[src/rtl/sram_port_arbiter.sv]
// sram_port_arbiter: shares one single-port synchronous SRAM between the
// instruction-fetch requester and the data (load/store) requester.
// Data wins by default. A saturating wait counter gives fetch one grant once
// it has been denied MAX_WAIT cycles in a row. The owner of the in-flight read
// is recorded in resp_tag, and the next-cycle read data is routed back to it.
//
// Handshake: a request (x_req) is accepted in the same cycle that x_gnt=1.
// Until then the requester holds req/addr/we/wdata stable. A denied request
// leaves no state behind. Reads return x_rvalid=1 exactly one cycle after the
// grant. Writes complete at the granting edge and never produce an rvalid.
module sram_port_arbiter #(
  parameter int unsigned MAX_WAIT = 4
) (
  input  logic        clk,
  input  logic        reset,
  input  logic        inst_req,
  input  logic [31:0] inst_addr,
  output logic        inst_gnt,
  output logic        inst_rvalid,
  output logic [31:0] inst_rdata,
  input  logic        data_req,
  input  logic [3:0]  data_we,
  input  logic [31:0] data_addr,
  input  logic [31:0] data_wdata,
  output logic        data_gnt,
  output logic        data_rvalid,
  output logic [31:0] data_rdata,
  output logic        ram_en,
  output logic [3:0]  ram_we,
  output logic [31:0] ram_addr,
  output logic [31:0] ram_wdata,
  input  logic [31:0] ram_rdata
);

  typedef enum logic [1:0] {
    TAG_NONE = 2'd0,
    TAG_INST = 2'd1,
    TAG_DATA = 2'd2
  } tag_e;

  tag_e       resp_tag_q, resp_tag_d;
  logic [7:0] wait_cnt_q, wait_cnt_d;
  logic       starve;

  // Arbitration, shared-port drive and response routing. Everything is forced
  // to zero while reset is held low.
  always_comb begin
    starve      = 1'b0;
    inst_gnt    = 1'b0;
    data_gnt    = 1'b0;
    ram_en      = 1'b0;
    ram_we      = 4'h0;
    ram_addr    = 32'h0;
    ram_wdata   = 32'h0;
    inst_rvalid = 1'b0;
    inst_rdata  = 32'h0;
    data_rvalid = 1'b0;
    data_rdata  = 32'h0;
    if (reset) begin
      starve = (wait_cnt_q >= 8'(MAX_WAIT));
      if (inst_req && (!data_req || starve)) begin
        inst_gnt = 1'b1;
      end else if (data_req) begin
        data_gnt = 1'b1;
      end

      if (inst_gnt) begin
        ram_en   = 1'b1;
        ram_addr = inst_addr;
      end else if (data_gnt) begin
        ram_en    = 1'b1;
        ram_we    = data_we;
        ram_addr  = data_addr;
        ram_wdata = data_wdata;
      end

      if (resp_tag_q == TAG_INST) begin
        inst_rvalid = 1'b1;
        inst_rdata  = ram_rdata;
      end
      if (resp_tag_q == TAG_DATA) begin
        data_rvalid = 1'b1;
        data_rdata  = ram_rdata;
      end
    end
  end

  // Next-state: the wait counter tracks consecutive denied fetch cycles, and
  // the tag records which requester owns this cycle's read, if any.
  always_comb begin
    wait_cnt_d = 8'h00;
    resp_tag_d = TAG_NONE;
    if (inst_req && !inst_gnt) begin
      wait_cnt_d = (wait_cnt_q == 8'hff) ? wait_cnt_q : wait_cnt_q + 8'd1;
    end
    if (inst_gnt) begin
      resp_tag_d = TAG_INST;
    end else if (data_gnt && (data_we == 4'h0)) begin
      resp_tag_d = TAG_DATA;
    end
  end

  // State register. Reset drops any outstanding read.
  always_ff @(posedge clk) begin
    if (!reset) begin
      resp_tag_q <= TAG_NONE;
      wait_cnt_q <= 8'h00;
    end else begin
      resp_tag_q <= resp_tag_d;
      wait_cnt_q <= wait_cnt_d;
    end
  end

endmodule

[config.mk]
export PLATFORM = sky130hd
export DESIGN_NAME = sram_port_arbiter
export DESIGN_NICKNAME = d
export VERILOG_FILES = /design/src/rtl/sram_port_arbiter.sv
export SDC_FILE = /design/constraint.sdc
export NUM_CORES = 1
export LEC_CHECK = 0
export ABC_AREA = 1
export CAP_MARGIN = 20
export CORE_AREA = 3 3 103 105
export DETAILED_ROUTE_END_ITERATION = 8
export DIE_AREA = 0 0 106 108
export SLEW_MARGIN = 20
export SYNTH_ARGS = -nofsm -noshare
export SYNTH_HDL_FRONTEND = slang
export SYNTH_SLANG_ARGS = --single-unit
[constraint.sdc]
create_clock -name clk -period 5.2 [get_ports clk]
set_clock_uncertainty 0.2 [all_clocks]
set_input_delay 1.56 -clock clk [delete_from_list [all_inputs] [get_ports clk]]
set_output_delay 1.56 -clock clk [all_outputs]
set_load 0.01 [all_outputs]
==> summary.txt <==
Flow run
  • Max cap viols: 0

Clock tree
  • CTS H-tree lvls: 1
  • Clock Latency Late Sink: 230 ps
  • Clock transition at the registers of the reported paths: 50 ps
  • CTS resizes: 0
  • TritonCTS clock tree: built
  • CTS sink count: 10
  • Setup bufs post-CTS: 0
  • CTS buffer count: 3
  • Post-CTS Hold Fix Bufs: 0
  • Clock root buffer: clkbuf_8
  • CTS Buffer Depth: 2

Setup path
  • Worst EP arrival: 3350 ps
  • R2r endpoint: resp_tag_q[1]
  • R2R setup slack: 3830 ps
  • Worst path required time: 3440 ps
  • CP Class: in -> out
  • Critical Path Start Type: input pin
  • CP Capture Type: output port
  • Worst R2R Start: wait_cnt_q[2]
  • Worst-path fanout max: 10
  • Reg2reg path depth: 8

Cells and area
  • Final Cell Area: 4725 um^2
  • Diode count: 0
  • Finished Layout Cells: 741
  • Layout cells sized above 1: 6.414%
  • Total Nets Final: 747
  • P&R area growth vs syn: 186.5%

Logic synthesis
  • Mean post-synth cell area: 4.836 um^2
  • Post-synthesis sequential area ratio: 12.14%
  • Netlist cell types: 22
  • Synth warn: 0
  • Cells after synthesis: 341
  • Primary FF master, synth: dfxtp_1
  • Mapped Area: 1649 um^2
  • Synth Register Bits: 10
  • Async S/R FF share, synth: 0%
  • EDFF count, synth: 0

Place
  • PortBufs: 272
  • Placer Congestion: 0.8047
  • Post-placement cell count: 737
  • Area after DPL: 4582 um^2
  • Pre-CTS worst setup slack: 58.81 ps
  • Detail Placement HPWL: 8438 um

GRT
  • Total GRT Usage: 15.42%
  • Gr ovfl total: 0
  • Vias in the first global route: 2844
  • Initial antenna violation count: 1
  • First-pass GRT wire length: 14300 um
  • Largest net degree at the start of global routing: 36

Min path
  • Worst Hold Class: reg -> reg
  • Hold path start: wait_cnt_q[0]
  • Hold-critical path depth: 1
  • Hold Path Sink: wait_cnt_q[0]

Run status
  • Status: complete, no violations

Timing
  • Max Clk Rate: 195.9 MHz
  • RSZ-0062 raised after global routing: no
  • Period utilization: 98.18%
  • Final max-slew violation count: 0
  • Final setup fails: 0
  • Final Hold Fails: 0
  • Final Critical Period: 5105 ps
  • Final Worst Setup Slack: 94.54 ps
  • Setup TNS Final: 0 ps

Detailed routing
  • Final wirelength: 9813 um
  • Antenna Nets Post-Route: 0
  • Per-cell routed wire length: 13.24 um
  • DR iter-0 viols: 113
  • Pre-antenna DRT Iters: 5
  • DRC: 0
  • Via density: 3.982
  • Via total after detailed routing: 2951

Pwr
  • Leak pwr: 2.764 nW
  • Peak supply drop: 0.00008648 V
  • Total Power: 0.4313 mW
  • PD cells: 91.29 nW/um^2

Floorplan
  • Boundary Pins: 273
  • Vert. Die Dim: 108 um
  • Row cnt: 36
  • Die Wd: 106 um
  • Initial Util: 16.95%
  • Core ar.: 9729 um^2
  • Die Area: 11450 um^2
## power breakdown
part | switching (mW) | internal (mW) | leakage (nW)
clock network | 0.0291 | 0.0664 | 0.0288
registers | 0.000939 | 0.0795 | 0.0827
logic | 0.0942 | 0.161 | 2.65
## per-stage QoR
stage                     hold WS, ps  util (%)
after global routing            313.7     48.56
after CTS                       278.3     47.66
after detailed placement        272.6     47.09
after global placement          249.7     47.09
after floorplan                 240.0         -
final                           272.3     48.56
## final cells by class
type | instances | area [um^2]
fill | 1017 | 5005
timing repair buffer | 281 | 2953
multi-input combinational | 230 | 1039
inverter | 83 | 311.5
sequential | 10 | 200.2
tap | 133 | 166.4
clock buffer | 4 | 55.05
## registers in the layout, summed over array words and instances (netlist names)
| name | count |
|---|---|
| resp_tag_q | 2 |
| wait_cnt_q | 8 |
## synthesized netlist by cell type, types with 2 or more instances
library cell,n,share of area (%)
nor2_1,87,20
inv_1,80,18
nand3_1,66,20
nand2_1,40,9.1
nor2_2,21,8.0
dfxtp_1,10,12
clkbuf_1,9,2.0
buf_1,6,1.4
buf_2,4,1.2
a21oi_1,2,0.61
buf_6,2,1.4
ha_1,2,1.5
inv_2,2,0.46
nand2_2,2,0.76
## logic make-up after synthesis
group           Yosys count  synth area share [%]
simple gates            220                 59.41
other cells               1                0.2274
flops                    10                 12.14
fa+ha+maj                 2                 1.517
compound gates            3                0.9102
buf+inv                 105                 25.80
## worst max-delay path: stages
cell             delay (ps)
clkdlybuf4s50_1         480
nand2_1                  70
nor2_2                  130
nand2_2                 100
nand2_4                  90
nand2_2                  80
buf_4                   180
nor2_1                   90
clkdlybuf4s50_1         540
## routing by layer
metal,global-route usage [%],vias up,part of all wire [%]
met1,14.84,1251,35
li1,-,1519,-
met4,3.978,2,2.5
met5,0,-,0.15
met3,5.791,19,11
met2,30.69,160,52
## cell usage in the layout (no fill, tap or decap), drive strengths merged
master and n:
nand4 1, nand3 66, clkdlybuf4s50 237, buf 9, nand2 43, ha 2
and3 1, conb 5, clkinv 1, dfxtp 10, inv 82, nor2 108
nor3 1, dlymetal6s2s 35, clkbuf 4, a21oi 2, o21ai 1
## worst max path at each step
stage                   from  slack (ps)            end
floorplan           data_req        1060  ram_wdata[25]
global placement    data_req          60   ram_addr[23]
CTS                 data_req          50   ram_addr[23]
global route        data_req           1  ram_wdata[11]
detailed placement  data_req          60   ram_addr[23]
finish              data_req          90  ram_wdata[11]
Power figures use the tool's default switching activity.
